`src/rtl/from_local_xy.sv`:
```
// Local injection port for a 2-D mesh router: steers core packets by signed dx/dy
// into four first-word-fall-through direction FIFOs and counts packets addressed to (0,0).
module from_local_xy #(
   parameter int PACKET_WIDTH   = 30,
   parameter int BUFFER_DEPTH   = 4,
   parameter int DX_MSB         = 29,
   parameter int DX_LSB         = 21,
   parameter int DY_MSB         = 20,
   parameter int DY_LSB         = 12,
   parameter int DROP_CNT_WIDTH = 8
) (
   input  logic                      clk,
   input  logic                      rst,
   input  logic [PACKET_WIDTH-1:0]   din,
   input  logic                      din_wen,
   output logic                      din_ready,
   input  logic                      ren_e,
   input  logic                      ren_w,
   input  logic                      ren_n,
   input  logic                      ren_s,
   output logic [PACKET_WIDTH-1:0]   dout_e,
   output logic [PACKET_WIDTH-1:0]   dout_w,
   output logic [PACKET_WIDTH-1:0]   dout_n,
   output logic [PACKET_WIDTH-1:0]   dout_s,
   output logic                      empty_e,
   output logic                      empty_w,
   output logic                      empty_n,
   output logic                      empty_s,
   output logic                      full_e,
   output logic                      full_w,
   output logic                      full_n,
   output logic                      full_s,
   output logic [DROP_CNT_WIDTH-1:0] drop_count,
   output logic                      drop_err
);

   localparam int DXW = DX_MSB - DX_LSB + 1;
   localparam int DYW = DY_MSB - DY_LSB + 1;
   localparam int AW  = $clog2(BUFFER_DEPTH);

   localparam logic [AW:0]               CNT_ONE  = 1;
   localparam logic [AW:0]               CNT_FULL = (AW + 1)'(BUFFER_DEPTH);
   localparam logic [AW-1:0]             PTR_ONE  = 1;
   localparam logic [DROP_CNT_WIDTH-1:0] DROP_ONE = 1;

   // Low two bits of the E/W/N/S codes index the per-direction vectors below.
   typedef enum logic [2:0] {DIR_E = 3'd0, DIR_W = 3'd1, DIR_N = 3'd2, DIR_S = 3'd3,
                             DIR_DROP = 3'd4} dir_e;

   logic [DXW-1:0]          dx;
   logic [DYW-1:0]          dy;
   dir_e                    sel;
   logic [3:0]              ren_v;
   logic [3:0]              push_v;
   logic [3:0]              empty_v;
   logic [3:0]              full_v;
   logic [PACKET_WIDTH-1:0] dout_v [4];
   logic                    drop_acc;

   assign dx    = din[DX_MSB:DX_LSB];
   assign dy    = din[DY_MSB:DY_LSB];
   assign ren_v = {ren_s, ren_n, ren_w, ren_e};

   // NOTE: every signal written in always_comb gets a default first so no latch is inferred.
   always_comb begin
      sel = DIR_DROP;
      if (dx != '0)      sel = dx[DXW-1] ? DIR_W : DIR_E;
      else if (dy != '0) sel = dy[DYW-1] ? DIR_S : DIR_N;
   end

   // Ready depends only on din and registered full flags, never on ren_*.
   always_comb begin
      din_ready = 1'b1;
      push_v    = '0;
      if (sel != DIR_DROP) begin
         din_ready = !full_v[sel[1:0]];
         if (din_wen && din_ready) push_v[sel[1:0]] = 1'b1;
      end
   end

   assign drop_acc = din_wen && (sel == DIR_DROP);

   for (genvar i = 0; i < 4; i++) begin : g_fifo
      logic [PACKET_WIDTH-1:0] mem [BUFFER_DEPTH];
      logic [AW-1:0]           wr_ptr;
      logic [AW-1:0]           rd_ptr;
      logic [AW:0]             count;
      logic [AW:0]             count_nxt;
      logic                    empty_q;
      logic                    full_q;
      logic                    pop;

      // Pop uses the registered empty flag, so a push into an empty FIFO ignores ren.
      assign pop = ren_v[i] && !empty_q;

      always_comb begin
         count_nxt = count;
         if (push_v[i] && !pop)      count_nxt = count + CNT_ONE;
         else if (!push_v[i] && pop) count_nxt = count - CNT_ONE;
      end

      // NOTE: sequential state uses non-blocking assignments so all flops update together.
      always_ff @(posedge clk) begin
         if (rst) begin
            wr_ptr  <= '0;
            rd_ptr  <= '0;
            count   <= '0;
            empty_q <= 1'b1;
            full_q  <= 1'b0;
         end else begin
            if (push_v[i]) wr_ptr <= wr_ptr + PTR_ONE;
            if (pop)       rd_ptr <= rd_ptr + PTR_ONE;
            count   <= count_nxt;
            empty_q <= (count_nxt == '0);
            full_q  <= (count_nxt == CNT_FULL);
         end
      end

      // NOTE: storage is not reset; dout is forced to 0 while empty instead.
      always_ff @(posedge clk) begin
         if (push_v[i]) mem[wr_ptr] <= din;
      end

      assign empty_v[i] = empty_q;
      assign full_v[i]  = full_q;
      assign dout_v[i]  = empty_q ? '0 : mem[rd_ptr];
   end

   always_ff @(posedge clk) begin
      if (rst) begin
         drop_count <= '0;
         drop_err   <= 1'b0;
      end else if (drop_acc) begin
         if (drop_count != '1) drop_count <= drop_count + DROP_ONE;
         drop_err <= 1'b1;
      end
   end

   assign dout_e  = dout_v[0];
   assign dout_w  = dout_v[1];
   assign dout_n  = dout_v[2];
   assign dout_s  = dout_v[3];
   assign empty_e = empty_v[0];
   assign empty_w = empty_v[1];
   assign empty_n = empty_v[2];
   assign empty_s = empty_v[3];
   assign full_e  = full_v[0];
   assign full_w  = full_v[1];
   assign full_n  = full_v[2];
   assign full_s  = full_v[3];

endmodule
```
`config.mk`:
```
export PLATFORM = sky130hd
export DESIGN_NAME = from_local_xy
export DESIGN_NICKNAME = d
export VERILOG_FILES = /design/src/rtl/from_local_xy.sv
export SDC_FILE = /design/constraint.sdc
export NUM_CORES = 1
export LEC_CHECK = 0
export BUFFER_PORTS_ARGS = -buffer_cell sky130_fd_sc_hd__buf_2
export CAP_MARGIN = 20
export CORE_AREA = 3 3 233 212
export DETAILED_ROUTE_END_ITERATION = 6
export DIE_AREA = 0 0 236 215
export GPL_ROUTABILITY_DRIVEN = 0
export GPL_TIMING_DRIVEN = 0
export PLACE_DENSITY_LB_ADDON = 0.2
export SLEW_MARGIN = 20
export SYNTH_ARGS = -nofsm -noshare
export SYNTH_HDL_FRONTEND = slang
export SYNTH_SLANG_ARGS = --single-unit
```
`constraint.sdc`:
```
create_clock -name clk -period 7.2 [get_ports clk]
set_input_delay 1.44 -clock clk [delete_from_list [all_inputs] [get_ports clk]]
set_output_delay 1.44 -clock clk [all_outputs]
set_load 0.005 [all_outputs]
```
Yosys cells after proc, flatten, opt, wreduce, memory -nomap -nowiden. Memories as Yosys holds them, arrays and structs flattened. A register that Yosys moved wholly into a read port is not among the register bits. Index checks and enable logic that the tools add are counted.

Output and inout port bits: 138. RAM bits: 480. Bits in registers: 45. Memories: 4.

Memories: g_fifo[0].mem (depth 4, bits a word 30, read ports 1, clocked after Yosys merged registers in 1, write ports 1, RTL line 84) `logic [PACKET_WIDTH-1:0] mem [BUFFER_DEPTH];`; g_fifo[1].mem (depth 4, bits a word 30, read ports 1, clocked after Yosys merged registers in 1, write ports 1, RTL line 84); g_fifo[2].mem (depth 4, bits a word 30, read ports 1, clocked after Yosys merged registers in 1, write ports 1, RTL line 84); g_fifo[3].mem (depth 4, bits a word 30, read ports 1, clocked after Yosys merged registers in 1, write ports 1, RTL line 84).

Reductions and logical operators: 35. Equal/unequal tests: 7. Muxes and demuxes: 39. Add/sub/neg operators: 17. $lt $le $gt $ge: 2.

Operators with widths (count): $mux 30 (4); $mux 3 (10); $reduce_bool 9->1 (2); $add 2x1->2 const B (8); $mux 2 (8); $eq 3x3->1 const B (5); $logic_and 1x1->1 (15); $logic_not 1->1 (13); $mux 1 (13); $add 3x1->3 const B (4); $logic_not 3->1 (4); $sub 3x1->3 const B (4); $add 8x1->8 const B (1); $mux 4 (2); $ne 8x8->1 const B (1); $lt 2x3->1 const B (1); $ne 3x3->1 const B (1); $bmux 1 s2 (1); $demux 1 s2 (1); $ge 2x1->1 const B (1); $reduce_and 2->1 (1).

Longest topological paths before layout.
Depth after elaboration: 14. Gate-level depth with buffers: 7. Mapped depth without buffers: 7.

Least setup slack after synthesis. No wires, ideal clock.

Path type: input port to output port. Start point: in din[22]. End point: out din_ready. Arrival time: 2.428 ns. Cell stages on the path: 5. Setup slack: 3.332 ns. Path buffers: 0. Cell sequence: nor4_2 nand2_2 a22oi_1 nor2_1 a21oi_1.

Cells in the longest elaborated chain, start to end: 6.

Ends and longest elaborated chain: start: declaration (RTL line 14) `input logic [PACKET_WIDTH-1:0] din,`; $reduce_bool 9->1 (*) (RTL line 67) `if (dx != '0) sel = dx[DXW-1] ? DIR_W : DIR_E;`; $mux 3 (*) (RTL line 67); $bmux 1 s2 (RTL line 76) `din_ready = !full_v[sel[1:0]];`; $mux 1 (implied by the code) (RTL line 76); $logic_not 1->1 (RTL line 76); $mux 1 (*) (RTL line 75) `if (sel != DIR_DROP) begin`; end: declaration (RTL line 16) `output logic din_ready,`.

Every way passes the cells marked *; elsewhere a longest branch is shown, timed or not. The select of a mux whose other input is x is not followed.

Final worst setup path. Ends and elaborated chain as after synthesis.

==> qor.csv <==
metric,value,unit
drt-initial-drc-count,810,
fin_nets,1360,
vias,10300,
grt_pass1_wl,68600,µm
root_buffer,clkbuf_16,
final.period_utilization,64.7,%
finalNonFillerCells,1954,
clk_latency,0.58,ns
grt_use_total,18.3,%
start_util,44.2,%
multiInputGateArea,4980,µm²
fp.dieH,215,µm
clkSlewWorstSetupHoldPaths,0.05,ns
synth_cell_types,49,
drv_cap,0,
grt_setup_unrepaired,no,
min_from,drop_err$_SDFFE_PP0P_,
syn_area,20700,µm²
syn_nets,1115,
antenna_found_initial,1,
area_growth,17.4,%
grt_overflow,0,
htreeDepth,2,
reg2reg_to,g_fifo[3].mem[1][0]$_DFFE_PP_,
skew,0.0109,ns
routed_wl,46600,µm
setup_tns,0,ns
drive_gt1_share,30.4,%
cts_made_buffers,53,
min_path_cells,2,
synth_common_cells,"edfxtp_1 (480), nor2b_1 (128), mux4_2 (120)",
ys_seq_area_share,74.8,%
p_seq_share,49.0,%
yosys_most_used_dff,edfxtp_1,
critPathLaunchType,input pin,
cts_setup_buffers,0,
timing.rr.start,full_s$_SDFF_PP0_,
p_clk_share,35.4,%
setup_viol,0,
synth_top_area_cell,edfxtp_1,
ir_drop,0.189,mV
postRouteAntennaNets,0,
drc,0,
grt_max_degree,25,
finalHoldViolCount,0,
ys_ff_latch,533,
hp-class,flip-flop to flip-flop,
grt_pass1_vias,10600,
viasPerCell,5.29,
die_x,236,µm
synth_edf_count,480,
clock-sinks,533,
crit_path_max_fanout,17,
cts_max_path_buffers,3,
worstPathArrival,3.22,ns
clock.fmax,0.215,GHz
dr.pass1.iters,4,
coreArea,46800,µm²
ios,175,
fillers,3829,
tightest_slew,0.888,ns
wl_per_cell,23.8,µm
die_area,50700,µm²
swShare,24.8,%
p_int,5480,µW
end_kind,output port,
required,5.76,ns
syn_area_per_cell,19.6,µm²
period_needed,4.66,ns
synth.most_common_cell,edfxtp_1,
synth_area_leaders,"edfxtp_1 (70%), mux4_2 (13%), dfxtp_1 (5.1%)",
place_hpwl,29700,µm
worstHoldEndpoint,drop_err$_SDFFE_PP0P_,
crit_type,input pin to output port,
cts_hold_buf,0,
pwr-share-comb,15.6,%
p_sw,1810,µW
rr_worst_depth,4,
outcome,completed,
cts-resized-gates,0,
synth_cells,1053,
area.sequential,15500,µm²
yosysTopAreaCellShare,69.7,%
fp-row-count,75,
place_inst,1859,
diodes,0,
maxSlewHeadroom,40.8,%
p_per_area,300,nW/µm²
synth_warnings,0,
synthArstFlopShare,0,%
portBuffers,174,
maxSlewViolCount,0,
cts_tree,done,
leakage,0.00811,µW
r2r_slack,4.82,ns
==> critical path, stage by stage <==
cell and delay [ns]:
buf_2 0.22, nor4_2 0.70, nand2_2 0.21, a22oi_1 0.22, nor2_1 0.07, a21oi_1 0.20
buf_2 0.15
==> worst max path at each step <==
stage	start	end	slack, ns	cells past startpoint
6_report	din[22]	din_ready	2.54	7
5_1_grt	din[22]	din_ready	2.38	7
4_1_cts	din[22]	din_ready	2.55	7
3_5_place_dp	din[22]	din_ready	2.55	7
3_3_place_gp	din[22]	g_fifo[2].mem[0][5]$_DFFE_PP_	2.20	6
2_1_floorplan	din[22]	din_ready	3.33	5
==> metal layers <==
layer  vias to the layer above  track usage [%]  part of all wire (%)  wire length (µm)
li1                       4614                -                     -                 -
met1                      5385             25.9                    44             20600
met2                       259             29.9                    49             22700
met3                        69             2.97                   5.0              2340
met4                         2             4.83                   2.0               925
met5                         -                0                 0.028                13
==> cell type report <==
class                   instances  area share (%)
flip-flops and latches        533            63.7
multi-input cells             452            20.5
clock buffers                  70            5.93
repair buffers                190            4.90
well taps                     616            3.17
clock inverters                25           0.752
plain buffers                  44           0.685
inverters                      24           0.371
==> stage by stage <==
stage,util (%),hold slack (ns),instance area (µm²),total power (µW),setup slack [ns]
2_1_floorplan,-,0.464,20700,4290,3.33
3_3_place_gp,47.7,0.492,22300,4780,2.20
3_5_place_dp,48.4,0.485,22700,4810,2.55
4_1_cts,51.9,0.498,24300,7390,2.55
5_1_grt,51.9,0.564,24300,7610,2.38
6_report,51.9,0.481,24300,7290,2.54
==> cells in the final DEF, fill, tap and decap left out, types with 3 or more instances in the layout <==
| master | Yosys | final |
|---|---|---|
| xor2_1 | 10 | 10 |
| nand2b_1 | 7 | 7 |
| nand2_1 | 14 | 14 |
| buf_12 | 0 | 16 |
| buf_1 | 15 | 15 |
| and3_1 | 3 | 3 |
| clkbuf_8 | 0 | 3 |
| ha_1 | 25 | 25 |
| edfxtp_1 | 480 | 480 |
| mux2i_1 | 7 | 7 |
| nand3_1 | 5 | 5 |
| a211oi_1 | 4 | 4 |
| and2_1 | 20 | 4 |
| a311oi_1 | 4 | 4 |
| buf_2 | 1 | 175 |
| clkinv_2 | 0 | 8 |
| mux4_2 | 120 | 120 |
| xnor2_1 | 16 | 16 |
| nand4_1 | 3 | 3 |
| clkinv_1 | 0 | 11 |
| o21ai_0 | 3 | 3 |
| nor2_1 | 49 | 49 |
| and2_2 | 0 | 16 |
| clkbuf_16 | 0 | 54 |
| clkbuf_1 | 28 | 41 |
| a21oi_1 | 3 | 3 |
| inv_1 | 23 | 23 |
| dfxtp_1 | 53 | 53 |
| nor2b_1 | 128 | 128 |
| a22o_1 | 3 | 3 |
==> cells by family after synthesis <==
| kind of cell | Yosys count | share of synthesized area, % |
|---|---|---|
| buffers and inverters | 68 | 1.24 |
| adders and majority gates | 25 | 1.51 |
| muxes | 128 | 13.5 |
| and+or+nand+nor | 243 | 6.77 |
| xor gates and xnor gates | 26 | 1.10 |
| AOI/OAI and AO/OA | 30 | 1.10 |
| DFF | 533 | 74.8 |
==> power by group through the flow <==
stage          logic, µW  registers [µW]  clock network, µW
2_1_floorplan        715            3580                  0
3_3_place_gp        1140            3640                  0
3_5_place_dp        1170            3640                  0
4_1_cts             1180            3570               2640
5_1_grt             1260            3580               2770
6_report            1140            3570               2580
==> sequential cells by signal (all words and copies together) (netlist names), named ones only <==
signal,flops
drop_count,8
full_w,1
full_e,1
drop_err,1
g_fifo.count,12
empty_n,1
g_fifo.mem,480
g_fifo.rd_ptr,8
full_s,1
full_n,1
empty_e,1
g_fifo.wr_ptr,8
empty_w,1
empty_s,1
No activity file was read; power rests on OpenSTA's default activity.
